==> config.mk <==
export PLATFORM = sky130hd
export DESIGN_NAME = mem_access_ctrl
export DESIGN_NICKNAME = d
export VERILOG_FILES = /design/src/rtl/mem_ctrl_pkg.sv /design/src/rtl/mem_lane_fmt.sv /design/src/rtl/mem_access_ctrl.sv
export SDC_FILE = /design/constraint.sdc
export NUM_CORES = 1
export LEC_CHECK = 0
export BUFFER_PORTS_ARGS = -buffer_cell sky130_fd_sc_hd__buf_2
export CELL_PAD_IN_SITES_DETAIL_PLACEMENT = 2
export CELL_PAD_IN_SITES_GLOBAL_PLACEMENT = 2
export CORE_MARGIN = 2
export CORE_UTILIZATION = 32
export DETAILED_ROUTE_END_ITERATION = 8
export PLACE_DENSITY = 0.76
export SETUP_SLACK_MARGIN = 0.05
export SLEW_MARGIN = 20
export SYNTH_ARGS = -nofsm -noshare
export SYNTH_HDL_FRONTEND = slang
export SYNTH_SLANG_ARGS = --single-unit
==> constraint.sdc <==
create_clock -name clk -period 4.16 [get_ports clk]
set_input_delay 0.832 -clock clk [delete_from_list [all_inputs] [get_ports clk]]
set_output_delay 0.832 -clock clk [all_outputs]
set_load 0.01 [all_outputs]
==> src/rtl/mem_ctrl_pkg.sv <==
// Shared encodings for the memory access controller: access sizes, FSM states
// and small decode helpers.
package mem_ctrl_pkg;

    localparam logic [1:0] SZ_BYTE = 2'b00;
    localparam logic [1:0] SZ_HALF = 2'b01;
    localparam logic [1:0] SZ_WORD = 2'b10;

    typedef enum logic [2:0] {
        ST_IDLE      = 3'd0,
        ST_ACCESS    = 3'd1,
        ST_CAPTURE   = 3'd2,
        ST_WRITEBACK = 3'd3,
        ST_RESP      = 3'd4
    } state_t;

    // Encoding 2'b11 behaves as a word access.
    function automatic logic is_word(input logic [1:0] size);
        return size[1];
    endfunction

    function automatic logic misaligned(input logic [1:0] size, input logic [1:0] lsb);
        logic bad;
        if (size == SZ_HALF) begin
            bad = lsb[0];
        end else if (is_word(size)) begin
            bad = (lsb != 2'b00);
        end else begin
            bad = 1'b0;
        end
        return bad;
    endfunction

endpackage

==> src/rtl/mem_lane_fmt.sv <==
// Big-endian lane formatting: load extraction/extension and sub-word store
// merge against the word read back from memory.
module mem_lane_fmt
    import mem_ctrl_pkg::*;
(
    input  logic [1:0]  size,
    input  logic        sext,
    input  logic [31:0] wdata,
    input  logic [31:0] mem_do,
    output logic [31:0] load_data,
    output logic [31:0] merged
);

    // The addressed byte sits in the top lane of mem_do.
    always_comb begin
        load_data = mem_do;
        merged    = mem_do;
        case (size)
            SZ_BYTE: begin
                load_data = {{24{sext & mem_do[31]}}, mem_do[31:24]};
                merged    = {wdata[7:0], mem_do[23:0]};
            end
            SZ_HALF: begin
                load_data = {{16{sext & mem_do[31]}}, mem_do[31:16]};
                merged    = {wdata[15:0], mem_do[15:0]};
            end
            default: begin
                load_data = mem_do;
                merged    = wdata;
            end
        endcase
    end

endmodule

==> src/rtl/mem_access_ctrl.sv <==
// CPU-side memory access controller with read-modify-write for sub-word stores.
// Optional misalignment trap is enabled by defining MEMCTL_MISALIGN_TRAP_EN.
module mem_access_ctrl
    import mem_ctrl_pkg::*;
#(
    parameter int ADDR_W = 12
)
(
    input  logic              clk,
    input  logic              rst,
    input  logic              req,
    input  logic              we,
    input  logic [1:0]        size,
    input  logic              sext,
    input  logic [ADDR_W-1:0] addr,
    input  logic [31:0]       wdata,
    output logic              ready,
    output logic              done,
    output logic [31:0]       rdata,
    output logic              err,
    output logic [ADDR_W-1:0] mem_a,
    output logic [31:0]       mem_di,
    output logic              mem_wr,
    input  logic [31:0]       mem_do
);

    state_t             state;
    logic               ready_r;
    logic               done_r;
    logic               mem_wr_r;
    logic [31:0]        rdata_r;
    logic [31:0]        mem_di_r;
    logic [31:0]        wdata_r;
    logic [ADDR_W-1:0]  addr_r;
    logic               we_r;
    logic               sext_r;
    logic [1:0]         size_r;
    logic [31:0]        load_data;
    logic [31:0]        merged;
`ifdef MEMCTL_MISALIGN_TRAP_EN
    logic               err_r;
`endif

    mem_lane_fmt u_lane_fmt (
        .size      (size_r),
        .sext      (sext_r),
        .wdata     (wdata_r),
        .mem_do    (mem_do),
        .load_data (load_data),
        .merged    (merged)
    );

    // Access sequencer; every output it drives is registered.
    always_ff @(posedge clk) begin
        if (rst) begin
            state    <= ST_IDLE;
            ready_r  <= 1'b1;
            done_r   <= 1'b0;
            mem_wr_r <= 1'b0;
            rdata_r  <= 32'd0;
`ifdef MEMCTL_MISALIGN_TRAP_EN
            err_r    <= 1'b0;
`endif
        end else begin
            done_r   <= 1'b0;
            mem_wr_r <= 1'b0;
`ifdef MEMCTL_MISALIGN_TRAP_EN
            err_r    <= 1'b0;
`endif
            case (state)
                ST_IDLE: begin
                    ready_r <= 1'b1;
                    if (req) begin
                        addr_r   <= addr;
                        we_r     <= we;
                        size_r   <= size;
                        sext_r   <= sext;
                        wdata_r  <= wdata;
                        mem_di_r <= wdata;
                        ready_r  <= 1'b0;
`ifdef MEMCTL_MISALIGN_TRAP_EN
                        if (misaligned(size, addr[1:0])) begin
                            state  <= ST_RESP;
                            done_r <= 1'b1;
                            err_r  <= 1'b1;
                        end else begin
                            state    <= ST_ACCESS;
                            mem_wr_r <= we & is_word(size);
                        end
`else
                        state    <= ST_ACCESS;
                        mem_wr_r <= we & is_word(size);
`endif
                    end
                end
                ST_ACCESS: begin
                    if (we_r && is_word(size_r)) begin
                        state  <= ST_RESP;
                        done_r <= 1'b1;
                    end else begin
                        state <= ST_CAPTURE;
                    end
                end
                // mem_do now reflects the word addressed during ACCESS.
                ST_CAPTURE: begin
                    if (we_r) begin
                        mem_di_r <= merged;
                        mem_wr_r <= 1'b1;
                        state    <= ST_WRITEBACK;
                    end else begin
                        rdata_r <= load_data;
                        done_r  <= 1'b1;
                        state   <= ST_RESP;
                    end
                end
                ST_WRITEBACK: begin
                    state  <= ST_RESP;
                    done_r <= 1'b1;
                end
                ST_RESP: begin
                    state   <= ST_IDLE;
                    ready_r <= 1'b1;
                end
                default: begin
                    state   <= ST_IDLE;
                    ready_r <= 1'b1;
                end
            endcase
        end
    end

    // Reset suppresses side effects within the very cycle it is asserted.
    assign mem_wr = mem_wr_r & ~rst;
    assign done   = done_r & ~rst;
`ifdef MEMCTL_MISALIGN_TRAP_EN
    assign err    = err_r & ~rst;
`else
    assign err    = 1'b0;
`endif
    assign ready  = ready_r;
    assign rdata  = rdata_r;
    assign mem_a  = addr_r;
    assign mem_di = mem_di_r;

endmodule

==> impl_metrics.py, run 1 <==
metrics = {
    "final_layout": {
        "layout_common_cells": "sky130_fd_sc_hd__buf_2, sky130_fd_sc_hd__edfxtp_1, sky130_fd_sc_hd__nand2_1, sky130_fd_sc_hd__dfxtp_1, sky130_fd_sc_hd__o21ai_0",
        "drive_above_1_share_pct": 41.00,
        "final.fill_count": 1639,
        "final_standard_cell_utilization_of_the_core_pct": 42.75,
        "antennaDiodeCount": 0,
        "fin_nets": 648,
        "layout.cells.most_common": "sky130_fd_sc_hd__buf_2",
        "synthToLayoutAreaGrowth_pct": 32.24,
    },
    "sta": {
        "grt_setup_unrepaired": "no",
        "fmax_ghz": 0.3800,
        "setup_viol": 0,
        "clock-skew-final_ps": 6.513,
        "fin_tns_setup_ps": 0,
        "slew_headroom_pct": 28.90,
        "finalHoldViolCount": 0,
        "worst_slew_pin_slew_ps": 1066,
        "finalCritPeriodShare_pct": 63.25,
        "finalWorstPathRequiredPeriod_ps": 2631,
        "final-max-slew-violation-count": 0,
    },
    "synthesis": {
        "post_synth_xor_xnor_area_pct": 0,
        "synth_adder_area_share_pct": 0,
        "synthMuxAreaShare_pct": 11.63,
        "synth_compound_gate_area_share_pct": 11.72,
        "ys_seq_elements": 118,
        "synth_edf_count": 80,
        "synthesis.yosys.warnings": 0,
        "synth_nets": 496,
        "post_synth_instance_area_mm2": 0.005080,
        "asyncSetResetFlopFracSynth_pct": 0,
        "synth-main-ff-cell": "sky130_fd_sc_hd__edfxtp_1",
        "dominant_combinational_cell_family_by_area_after_synthesis": "compound AO/OA/AOI/OAI gates",
        "yosysSeqAreaShare_pct": 62.27,
        "synth.lib_cells_used.distinct": 30,
        "postSynthCellCount": 413,
        "post_syn_area_per_cell_um2": 12.30,
        "synth-simple-area-share_pct": 10.71,
    },
    "grt": {
        "grt_antenna_before_repair": 0,
        "grtUsageTotal_pct": 20.48,
        "wire_length_of_the_first_global_routing_pass_um": 25070,
        "grt_remaining_overflow": 0,
        "grt_start_max_net_pins": 98,
        "via_count_of_the_first_global_routing_pass": 4261,
        "grt_busiest_layer": "met2",
        "groute.layer.met2.usage_pct": 37.05,
        "grt_use_met1_pct": 23.90,
        "groute.layer.met3.usage_pct": 5.248,
    },
    "clock_tree": {
        "clock-root-buffer": "sky130_fd_sc_hd__clkbuf_16",
        "postCtsResizedCells": 0,
        "cts_inserted_buffers": 17,
        "clock-sinks": 118,
        "cts.clk_slew.worst_paths_ps": 60,
        "insertion_delay_ps": 420,
        "post_cts_hold_buffer_count": 0,
        "cts_post_setup_buffers_inserted": 0,
        "clock_path_buffers": 2,
        "h-tree-depth": 4,
        "cts_tree": "yes",
    },
    "drt": {
        "first_iter_violations": 238,
        "routedWlPerCell_um": 21.01,
        "num_vias": 3922,
        "avgViaCountPerCell": 4.940,
        "drtAntennaViolNets": 0,
        "dr.pass1.iters": 4,
        "detail_route.drc_violations": 0,
        "postRouteWirelength_um": 16680,
    },
    "worst_hold_path": {
        "hp-class": "reg -> reg",
    },
    "worst_setup_path": {
        "crit_required_ps": 4280,
        "crit_fanout": 37,
        "worstPathArrival_ps": 2750,
        "path_class": "in -> reg",
        "crit_path_start_kind": "input pin",
        "endpoint_kind": "flip-flop",
    },
    "pwr": {
        "cellPowerDensity_mw_per_mm2": 489.9,
        "power.static_leakage_uw": 0.002756,
        "peakVddDrop_mv": 0.2936,
    },
    "floorplanning": {
        "floorplan.initialDensity_pct": 32.33,
        "floorplan_die_area_mm2": 0.01690,
        "fp.dieW_um": 130.0,
        "die-height_um": 130.0,
        "design.core.area_mm2": 0.01571,
        "core.rowCount": 46,
        "num_io_pins": 163,
    },
    "placed_design": {
        "gp_congestion": 0.7764,
        "place.port_buffers": 161,
        "dp.final_hpwl_um": 11530,
    },
    "job": {
        "drv_cap": 0,
    },
    "status": {
        "outcome": "finished, final reports clean",
    },
}
==> area by class of cell <==
type,instances,area (µm²),area share (%)
flip-flops and latches,118,3163,47.09
multi-input cells,259,1762,26.22
repair buffers,167,854.6,12.72
clock buffers,18,429.2,6.389
well taps,216,270.3,4.023
clock inverters,14,231.5,3.446
inverters,2,7.507,0.1118
==> cells in the mapped netlist, types with 2 or more instances <==
cell type	n	share of area (%)
sky130_fd_sc_hd__buf_6	3	0.66
sky130_fd_sc_hd__edfxtp_1	80	47
sky130_fd_sc_hd__clkbuf_1	15	1.1
sky130_fd_sc_hd__o211ai_1	9	1.3
sky130_fd_sc_hd__nand2b_1	9	1.1
sky130_fd_sc_hd__a21oi_1	21	2.1
sky130_fd_sc_hd__nor2b_1	2	0.25
sky130_fd_sc_hd__a211oi_2	11	2.7
sky130_fd_sc_hd__inv_1	2	0.15
sky130_fd_sc_hd__mux2i_1	32	6.3
sky130_fd_sc_hd__dfxtp_1	38	15
sky130_fd_sc_hd__nor3_1	17	1.7
sky130_fd_sc_hd__and3b_1	9	1.6
sky130_fd_sc_hd__buf_2	13	1.3
sky130_fd_sc_hd__nand2_1	43	3.2
sky130_fd_sc_hd__nor2_1	27	2.0
sky130_fd_sc_hd__mux2_2	24	5.3
sky130_fd_sc_hd__buf_4	2	0.30
sky130_fd_sc_hd__o21ai_0	35	3.4
sky130_fd_sc_hd__a211oi_1	11	1.6
==> sequential cells by signal, indices dropped and copies added (netlist names), 2 cells and up <==
signal,flops
wdata_r,32
mem_a,12
size_r,2
state,3
mem_di,32
rdata,32
==> worst max-delay path, stage by stage <==
cell and delay (ps):
sky130_fd_sc_hd__buf_2 320, sky130_fd_sc_hd__or3_1 530, sky130_fd_sc_hd__a21oi_4 710, sky130_fd_sc_hd__buf_4 330
==> stage by stage <==
step | instance area, µm² | worst slack (ps) | hold WS, ps | total power [µW] | std cells
after floorplan | 5080 | 281.8 | 476.2 | 1507 | 413
after global placement | 6053 | 1130 | 443.6 | 1631 | 762
after detailed placement | 6053 | 1077 | 456.2 | 1645 | 762
after CTS | 6714 | 1515 | 467.8 | 3319 | 794
after global routing | 6718 | 1393 | 493.5 | 3404 | 794
final | 6718 | 1529 | 463.9 | 3291 | 794
==> layer usage <==
layer  wire [µm]  up-vias
met3         782       16
met2        8826      109
met5           0        -
met1        6839     1972
li1            -     1825
met4         231        0
==> worst paths after layout <==
check                              start         end  slack (ps)  cells past startpoint
worst max-delay path                 rst  mem_di[16]        1530                      4
worst min-delay path            rdata[7]    rdata[7]         460                      2
worst max register to register  state[0]  mem_di[16]        1880                      3
worst min register to register  rdata[7]    rdata[7]         460                      2
==> report_power, final <==
group          internal (µW)  switching (µW)  total (µW)
sequential              1320            31.0        1350
combinational            107             166         273
clock                   1120             550        1670
==> cells by family after synthesis <==
kind of cell | after synthesis
compound gates | 90
flops | 118
mux | 56
other cells | 1
buf+inv | 36
simple gates | 112
Power figures use the tool's default switching activity.
==> run 2, diff against run 1 <==
==> constraint.sdc (replaced) <==
create_clock -name clk -period 2.5 [get_ports clk]
set_input_delay 0.5 -clock clk [delete_from_list [all_inputs] [get_ports clk]]
set_output_delay 0.5 -clock clk [all_outputs]
set_load 0.01 [all_outputs]
==> run 2 against run 1 <==
  * Die area unchanged
  * Combinational power grew 71%
  * Wire length down 3.7%
  * Clock skew increased by 1.8 ps
  * Global-route usage down 1.0 points
==> impl_metrics.py, run 2 (synthesis results as in run 1) <==
metrics = {
    "worst_hold_path": {
        "min-delay-start": "addr[6]",
        "holdPathEnd": "mem_a[6]",
        "hp-class": "in -> reg",
        "hold_depth": 1,
    },
    "final_layout": {
        "synthToLayoutAreaGrowth_pct": 32.76,
        "final_standard_cell_utilization_of_the_core_pct": 42.92,
        "layout.cells.most_common": "sky130_fd_sc_hd__buf_2",
        "drive_above_1_share_pct": 41.41,
        "fin_nets": 652,
        "final.fill_count": 1615,
        "layout_common_cells": "sky130_fd_sc_hd__buf_2, sky130_fd_sc_hd__edfxtp_1, sky130_fd_sc_hd__nand2_1, sky130_fd_sc_hd__dfxtp_1, sky130_fd_sc_hd__o21ai_0",
    },
    "clock_tree": {
        "cts_tree": "yes",
        "clock-sinks": 118,
        "insertion_delay_ps": 420,
        "h-tree-depth": 4,
        "postCtsResizedCells": 0,
        "cts.clk_slew.worst_paths_ps": 60,
        "cts_inserted_buffers": 17,
        "post_cts_hold_buffer_count": 0,
        "clock-root-buffer": "sky130_fd_sc_hd__clkbuf_16",
        "clock_path_buffers": 2,
        "cts_post_setup_buffers_inserted": 0,
    },
    "placed_design": {
        "place.port_buffers": 161,
        "dp.final_hpwl_um": 11270,
        "gp_congestion": 0.7764,
        "placement.setup.worst_slack_ps": 410.0,
    },
    "drt": {
        "first_iter_violations": 192,
        "dr.pass1.iters": 4,
        "postRouteWirelength_um": 16060,
        "routedWlPerCell_um": 20.07,
        "num_vias": 3904,
        "drtAntennaViolNets": 0,
        "detail_route.drc_violations": 0,
        "avgViaCountPerCell": 4.880,
    },
    "floorplanning": {
        "die-height_um": 130.0,
        "num_io_pins": 163,
        "fp.dieW_um": 130.0,
        "design.core.area_mm2": 0.01571,
        "core.rowCount": 46,
        "floorplan.initialDensity_pct": 32.33,
        "floorplan_die_area_mm2": 0.01690,
    },
    "worst_setup_path": {
        "crit_fanout": 34,
        "worstSetupStartpoint": "state[1]",
        "worstPathArrival_ps": 2110,
        "path_class": "reg -> reg",
        "endpoint_kind": "flip-flop",
        "ff2ff_setup_slack_ps": 550,
        "timing.rr.start": "state[1]",
        "crit_required_ps": 2660,
        "worst_r2r_endpoint": "mem_di[29]",
        "r2r_cells": 3,
        "crit_path_start_kind": "flip-flop",
    },
    "grt": {
        "grtUsageTotal_pct": 19.43,
        "grt_antenna_before_repair": 1,
        "via_count_of_the_first_global_routing_pass": 4219,
        "wire_length_of_the_first_global_routing_pass_um": 24150,
        "grt_start_max_net_pins": 98,
        "grt_remaining_overflow": 0,
    },
    "sta": {
        "grt_setup_unrepaired": "no",
        "final_worst_setup_slack_ps": 554.6,
        "finalCritPeriodShare_pct": 77.82,
        "setup_viol": 0,
        "clock-skew-final_ps": 8.318,
        "fin_tns_setup_ps": 0,
        "finalHoldViolCount": 0,
        "fmax_ghz": 0.5140,
        "worst_hold_slack_ps": 255.3,
        "finalWorstPathRequiredPeriod_ps": 1945,
        "final-max-slew-violation-count": 0,
    },
    "status": {
        "outcome": "finished, final reports clean",
    },
    "pwr": {
        "cellPowerDensity_mw_per_mm2": 773.8,
        "peakVddDrop_mv": 0.4412,
        "power.static_leakage_uw": 0.002755,
    },
    "job": {
        "drv_cap": 0,
    },
}
run 2: cell types whose count changed in the layout (fill, tap and decap cells not counted), sizes merged:
cell / delta
clkinvlp: +2
bufinv: -3
diode: +2
buf: +4
inv: +2
clkinv: -1
run 2: per-stage QoR:
stage / instance area, µm² / cells / power, µW
floorplan: 5091 / 413 / 2508
global placement: 6113 / 765 / 2720
detailed placement: 6113 / 765 / 2747
CTS: 6719 / 797 / 5282
global route: 6739 / 798 / 5394
finish: 6744 / 800 / 5218
run 2: final cells by class:
class	instances	area (µm²)	share of cell area, %
well taps	216	270.3	4.007
inverters	2	7.507	0.1113
multi-input cells	259	1762	26.12
diodes	2	5.005	0.07421
flip-flops and latches	118	3163	46.90
repair buffers	171	930.9	13.80
clock buffers	18	429.2	6.364
clock inverters	14	176.4	2.616
run 2: metal layers:
layer	track usage [%]	vias to the layer above	share of wire (%)
li1	-	1836	-
met1	22.55	1946	41
met2	35.20	110	53
met3	4.920	12	4.6
met4	6.072	0	1.1
met5	0	-	0
run 2: worst max-delay path by stage:
stage | to | slack, ps
after floorplan | mem_di[0] | 90
after global placement | mem_di[28] | 500
after detailed placement | mem_di[29] | 410
after CTS | mem_di[29] | 400
after global routing | mem_di[20] | 480
final | mem_di[29] | 550
run 2: worst max-delay path, stage by stage, from the launching register on:
cell and delay [ps]:
sky130_fd_sc_hd__dfxtp_1 480, sky130_fd_sc_hd__or3b_2 660, sky130_fd_sc_hd__buf_12 250, sky130_fd_sc_hd__mux2_2 290
run 2: report_power, final:
part	switching [µW]	internal (µW)
registers	43.4	2190
clock network	943	1570
logic	276	190
